File: src/rtl/reset_sequencer.sv
// PLL-lock driven reset sequencer: PHY hardware reset pulse, PHY settle wait, then system reset release.
// Optional lock-loss counter enabled by defining RESET_SEQUENCER_LOCK_COUNT_EN.
module reset_sequencer #(
    parameter int LOCK_STABLE_CYCLES = 1024,
    parameter int PHY_RST_CYCLES     = 250000,
    parameter int PHY_WAIT_CYCLES    = 25000,
    parameter int CNT_W              = 20
) (
    input  logic       clk,
    input  logic       rst,
    input  logic       locked,
    input  logic       sw_reset,
    output logic       sys_rst,
    output logic       phy_rst_n,
    output logic       ready,
    output logic [7:0] lock_loss_count
);

    typedef enum logic [2:0] {
        WAIT_LOCK = 3'd0,
        STABLE    = 3'd1,
        PHY_RST   = 3'd2,
        PHY_WAIT  = 3'd3,
        RUN       = 3'd4
    } state_t;

    localparam logic [CNT_W-1:0] LOCK_LAST = CNT_W'(LOCK_STABLE_CYCLES - 1);
    localparam logic [CNT_W-1:0] PRST_LAST = CNT_W'(PHY_RST_CYCLES - 1);
    localparam logic [CNT_W-1:0] WAIT_LAST = CNT_W'(PHY_WAIT_CYCLES - 1);

    state_t           state_r;
    state_t           state_nxt_s;
    logic [CNT_W-1:0] cnt_r;
    logic [CNT_W-1:0] cnt_nxt_s;
    logic             sync1_r;
    logic             sync2_r;
    logic             locked_s;
    logic             sys_rst_nxt_s;
    logic             phy_rst_n_nxt_s;
    logic             ready_nxt_s;

    assign locked_s = sync2_r;

    // Two-flop synchroniser for the asynchronous PLL lock.
    always_ff @(posedge clk or posedge rst) begin
        if (rst) begin
            sync1_r <= 1'b0;
            sync2_r <= 1'b0;
        end else begin
            sync1_r <= locked;
            sync2_r <= sync1_r;
        end
    end

    // State, counter and registered outputs all advance on the same edge.
    always_ff @(posedge clk or posedge rst) begin
        if (rst) begin
            state_r   <= WAIT_LOCK;
            cnt_r     <= '0;
            sys_rst   <= 1'b1;
            phy_rst_n <= 1'b0;
            ready     <= 1'b0;
        end else begin
            state_r   <= state_nxt_s;
            cnt_r     <= cnt_nxt_s;
            sys_rst   <= sys_rst_nxt_s;
            phy_rst_n <= phy_rst_n_nxt_s;
            ready     <= ready_nxt_s;
        end
    end

    // Next state, counter and output values; lock loss outranks sw_reset.
    always_comb begin
        state_nxt_s     = state_r;
        cnt_nxt_s       = cnt_r + {{(CNT_W-1){1'b0}}, 1'b1};
        sys_rst_nxt_s   = 1'b1;
        phy_rst_n_nxt_s = 1'b0;
        ready_nxt_s     = 1'b0;
        case (state_r)
            WAIT_LOCK: begin
                cnt_nxt_s = '0;
                if (locked_s) begin
                    state_nxt_s = STABLE;
                end else begin
                    state_nxt_s = WAIT_LOCK;
                end
            end
            STABLE: begin
                if (!locked_s) begin
                    state_nxt_s = WAIT_LOCK;
                    cnt_nxt_s   = '0;
                end else if (cnt_r == LOCK_LAST) begin
                    state_nxt_s = PHY_RST;
                    cnt_nxt_s   = '0;
                end else begin
                    state_nxt_s = STABLE;
                end
            end
            PHY_RST: begin
                if (!locked_s) begin
                    state_nxt_s = WAIT_LOCK;
                    cnt_nxt_s   = '0;
                end else if (cnt_r == PRST_LAST) begin
                    state_nxt_s     = PHY_WAIT;
                    cnt_nxt_s       = '0;
                    phy_rst_n_nxt_s = 1'b1;
                end else begin
                    state_nxt_s = PHY_RST;
                end
            end
            PHY_WAIT: begin
                phy_rst_n_nxt_s = 1'b1;
                if (!locked_s) begin
                    state_nxt_s     = WAIT_LOCK;
                    cnt_nxt_s       = '0;
                    phy_rst_n_nxt_s = 1'b0;
                end else if (cnt_r == WAIT_LAST) begin
                    state_nxt_s   = RUN;
                    cnt_nxt_s     = '0;
                    sys_rst_nxt_s = 1'b0;
                    ready_nxt_s   = 1'b1;
                end else begin
                    state_nxt_s = PHY_WAIT;
                end
            end
            RUN: begin
                cnt_nxt_s = '0;
                if (!locked_s) begin
                    state_nxt_s = WAIT_LOCK;
                end else if (sw_reset) begin
                    state_nxt_s = PHY_RST;
                end else begin
                    state_nxt_s     = RUN;
                    sys_rst_nxt_s   = 1'b0;
                    phy_rst_n_nxt_s = 1'b1;
                    ready_nxt_s     = 1'b1;
                end
            end
            default: begin
                state_nxt_s = WAIT_LOCK;
                cnt_nxt_s   = '0;
            end
        endcase
    end

`ifdef RESET_SEQUENCER_LOCK_COUNT_EN
    logic [7:0] loss_cnt_r;
    logic       loss_s;

    // Only losses after the PHY sequence has started count; STABLE dropouts are treated as lock still settling.
    assign loss_s = !locked_s && ((state_r == PHY_RST) || (state_r == PHY_WAIT) || (state_r == RUN));

    // Saturating lock-loss counter.
    always_ff @(posedge clk or posedge rst) begin
        if (rst) begin
            loss_cnt_r <= 8'd0;
        end else if (loss_s && (loss_cnt_r != 8'hFF)) begin
            loss_cnt_r <= loss_cnt_r + 8'd1;
        end else begin
            loss_cnt_r <= loss_cnt_r;
        end
    end

    assign lock_loss_count = loss_cnt_r;
`else
    assign lock_loss_count = 8'd0;
`endif

endmodule

File: config.mk
export PLATFORM = sky130hd
export DESIGN_NAME = reset_sequencer
export DESIGN_NICKNAME = d
export VERILOG_FILES = /design/src/rtl/reset_sequencer.sv
export SDC_FILE = /design/constraint.sdc
export NUM_CORES = 1
export LEC_CHECK = 0
export ABC_CLOCK_PERIOD_IN_PS = 1600
export CORE_MARGIN = 2
export CORE_UTILIZATION = 40
export DETAILED_ROUTE_END_ITERATION = 8
export GPL_TIMING_DRIVEN = 0
export PLACE_DENSITY_LB_ADDON = 0.25
export SYNTH_ARGS = -nofsm -noshare
export SYNTH_HDL_FRONTEND = slang
export SYNTH_SLANG_ARGS = --single-unit
File: constraint.sdc
create_clock -name clk -period 1.6 [get_ports clk]
set_input_delay 0.32 -clock clk [delete_from_list [all_inputs] [get_ports clk]]
set_output_delay 0.32 -clock clk [all_outputs]
set_load 0.005 [all_outputs]
==> run summary <==
VDD sags by at most 0.000369 V. Buffer type at the clock tree root: sky130_fd_sc_hd__clkbuf_8. The run gives 1470 µm² as the mapped cell area.

For this block, wires on met1 add up to 1270 µm. Data on the critical path arrives at its endpoint at 2.11 ns. The tightest min-delay check is of the flop to flop type. The logs give 15 for the I/O pin total and 0 for the number of slew-limit violations in the final report. For this run, the detailed router's first-pass iteration total came to 4. The most repeated cell in the gate-level netlist after synthesis was sky130_fd_sc_hd__nor2_1. The die is 64.6 µm wide. The post-synthesis to final-layout area growth works out to 22.2%. Entering global routing, the biggest net connects 29 pins. The overall die height is 64.6 µm, and the clock latency reported for the late side of the worst-skew pair is 0.27 ns. The layout has 347 filler cells. Clock tree synthesis inserted a total of 3 buffers. The time the worst path needs with I/O delays and setup is 1.94 ns, and the least setup slack across all paths after layout is -0.344 ns. The top cell type by area accounts for 46.0% of the synthesized area.

The mean cell area of the mapped netlist is 9.67 µm². The tools report the area of the die as 4180 µm². Category of the worst setup path capture point: a flop.

Number of enable-type register cells in the synthesized netlist: 0. Dividing total power by cell area gives a power density of 712 nW/µm². Data on the critical path is required at its endpoint by 1.77 ns.

The CTS sink count came out at 28. For the maximum clock path buffer count, the log shows 2. Of the cells placed in the final design, the portion with a size suffix greater than 1 is 21.1%. In the post-synthesis netlist, the biggest area contributors are sky130_fd_sc_hd__dfrtp_1 (46%), sky130_fd_sc_hd__nor2_1 (7.4%), sky130_fd_sc_hd__xnor2_1 (6.0%), sky130_fd_sc_hd__buf_4 (5.1%), sky130_fd_sc_hd__xor2_1 (4.8%). The final reports fail on setup timing. For this block, the via count after detailed routing is 1,133. The category of the critical setup timing path was flop to flop. Dividing the detail-routed via count by the number of cells gives 4.97.

The final critical path takes up 122% of the cycle. Clock-pin slew was measured on the worst setup and hold paths at 0.09 ns. In this run, synthesis produced a sequential element count of 28. Antenna diode count: 0.

The run gives 0 as the count of antenna-violating nets left after detailed routing. The total wire length after detailed routing is 2940 µm, and the placer's final routability congestion estimate is 0.773. Synthesis produced a netlist whose cell count is 152. In this run the top signal layer used is met4.

The largest stage delay on the critical path works out to 0.41 ns. The run gives 228 as the number of cells in the finished layout apart from fillers. Walking the worst path, the cells encountered are ha_4, nor4bb_1, and4_2, nand4_1, a211oi_2, buf_4, buf_6, nor2_1.

After synthesis, the netlist uses 35 different library cells. The sort of element at the start of the critical path is a flop. After detailed routing, the average wire length per cell comes to 12.9 µm. The tools report the count of nets after finishing as 186. The flow ran to the end, but the final reports show violations. Detailed routing placed a total of 110 µm of wire on met3.

The worst relative slew slack is 29.8%. The H-tree level count was 1. At the placement stage, the worst setup path has a slack of -0.432 ns.

The analysis attributes to cell leakage a power of 0.762 nW. During placement, the flow inserted port buffers numbering 6. The core region is 3610 µm². Timing would allow up to 514 MHz.

For the pin with the worst max-slew slack, the measured transition is 1.05 ns. The wire-length estimate of the detail-placed layout is 1920 µm. The number of violations of the max-capacitance limit was 0; the post-placement cell count was 213. In the synthesized netlist the dominant register cell turns out to be sky130_fd_sc_hd__dfrtp_1. The residual overflow from global routing was 0; the starting utilization of the core area was 40.8%. On the critical path, the stage with the largest delay is an instance of sky130_fd_sc_hd__dfrtp_1. The tools report the number of antenna violations at the first check in global routing as 0. For this block, the initial DRC count from the detailed router was 45. The total global routing track utilization was 15.4%; the accumulated negative setup slack was -7.20 ns. The first-pass GRT wire length is 4980 µm, and the share of flip-flops with an asynchronous set or reset after synthesis is 100%. For the total count of hold-check failures in the final report, the log shows 0. After synthesis, the most frequently instantiated cells are sky130_fd_sc_hd__nor2_1 (29), sky130_fd_sc_hd__dfrtp_1 (27), sky130_fd_sc_hd__nand3_1 (12), sky130_fd_sc_hd__buf_4 (10), sky130_fd_sc_hd__xnor2_1 (10). The maximum fanout along the worst path was 10.

The floorplan has 22 rows. TritonCTS built the clock tree. Clock skew on the completed layout was measured at 0.00678 ns. The warning count from the yosys run is 0. The biggest area contributor in the post-synthesis netlist is sky130_fd_sc_hd__dfrtp_1. For the sequential cell area fraction in the yosys report, the log shows 47.7%.

For the detailed route wirelength on metal2, the log shows 1510 µm. Setup repair after global routing could not meet its margin everywhere. In the routed design, unresolved DRC markers number 0. The count of endpoints failing setup in the final report was 26; the via count of the first global-routing pass was 1,128.
## cells in the final DEF (no fill, tap or decap), types with 2 or more instances in the layout
master,instances
sky130_fd_sc_hd__nand3_1,11
sky130_fd_sc_hd__nor2_1,28
sky130_fd_sc_hd__xnor2_1,10
sky130_fd_sc_hd__dfrtp_1,27
sky130_fd_sc_hd__nor2b_1,2
sky130_fd_sc_hd__xor2_1,8
sky130_fd_sc_hd__a31oi_1,2
sky130_fd_sc_hd__o21a_1,3
sky130_fd_sc_hd__conb_1,8
sky130_fd_sc_hd__o21ai_1,2
sky130_fd_sc_hd__nor4_1,2
sky130_fd_sc_hd__nand2_1,8
sky130_fd_sc_hd__buf_4,18
sky130_fd_sc_hd__clkdlybuf4s50_1,5
sky130_fd_sc_hd__inv_1,5
sky130_fd_sc_hd__nand4_1,5
sky130_fd_sc_hd__buf_6,3
sky130_fd_sc_hd__and3_1,4
sky130_fd_sc_hd__clkbuf_8,4
## layout make-up
cell class,count,area (µm²),share of cell area [%]
Tap cell,48,60.1,3.34
Multi-Input combinational cell,114,724,40.3
Clock buffer,4,55.1,3.06
Sequential cell,28,702,39.1
Inverter,5,18.8,1.04
Timing Repair Buffer,17,145,8.08
Buffer,12,91.3,5.08
## what timing repair did
item | 4_1_cts | 5_1_grt
gates cloned | 1 | 0
endpoints found under the hold margin | 0 | 0
pin swaps | 6 | 3
hold buffers | 0 | 0
gates resized for setup | 9 | 4
buffers inserted | 6 | 5
setup endpoints to repair | 27 | 26
## flip-flops by register name, indices dropped and copies added (netlist names)
name / flops
cnt_r: 20
locked_s: 1
phy_rst_n: 1
ready: 1
state_r: 3
sync1_r: 1
sys_rst: 1
## per-layer routing
metal / global-route usage, % / vias to the layer above
met4: 6.91 / 0
met1: 19.2 / 545
met2: 26.2 / 26
met5: 0 / -
met3: 2.60 / 7
li1: - / 555
## critical path: cells and delay by family (launching register included)
kind	cells	cell delay, ns
buf+inv	2	0.28
flops	1	0.41
simple gates	4	0.73
fa+ha+maj	1	0.17
compound gates	1	0.25
## path summary, 6_finish.rpt
kind	from	slack [ns]	endpoint	cells after the start
worst min register to register	sync1_r$_DFF_PP0_	0.37	locked_s$_DFF_PP0_	0
max in group asynchronous	rst	0.36	cnt_r[12]$_DFF_PP0_	2
min in group asynchronous	rst	0.61	state_r[0]$_DFF_PP0_	2
worst min-delay path	sync1_r$_DFF_PP0_	0.37	locked_s$_DFF_PP0_	0
worst max-delay path	cnt_r[1]$_DFF_PP0_	-0.34	cnt_r[2]$_DFF_PP0_	8
worst max register to register	cnt_r[1]$_DFF_PP0_	-0.34	cnt_r[2]$_DFF_PP0_	8
## power by group
group | switching, mW | internal (mW)
logic | 0.0636 | 0.0552
registers | 0.00810 | 0.717
clock network | 0.215 | 0.220
## cell families after synthesis
logic type	count (synthesis)	share of synthesized area, %
xor gates and xnor gates	18	10.7
adders and majority gates	1	0.851
other	1	0.255
DFF	28	47.7
AOI/OAI and AO/OA	12	5.53
and+or+nand+nor	75	27.9
buffers and inverters	17	6.98
## stage by stage
stage / util, % / area [µm²] / power (mW) / hold slack, ns
2_1_floorplan: - / 1500 / 0.806 / 0.331
5_1_grt: 49.8 / 1800 / 1.34 / 0.389
3_5_place_dp: 45.0 / 1620 / 0.832 / 0.339
4_1_cts: 48.3 / 1740 / 1.29 / 0.362
6_report: 49.8 / 1800 / 1.28 / 0.365
3_3_place_gp: 45.0 / 1620 / 0.830 / 0.335
Power figures use the tool's default switching activity.
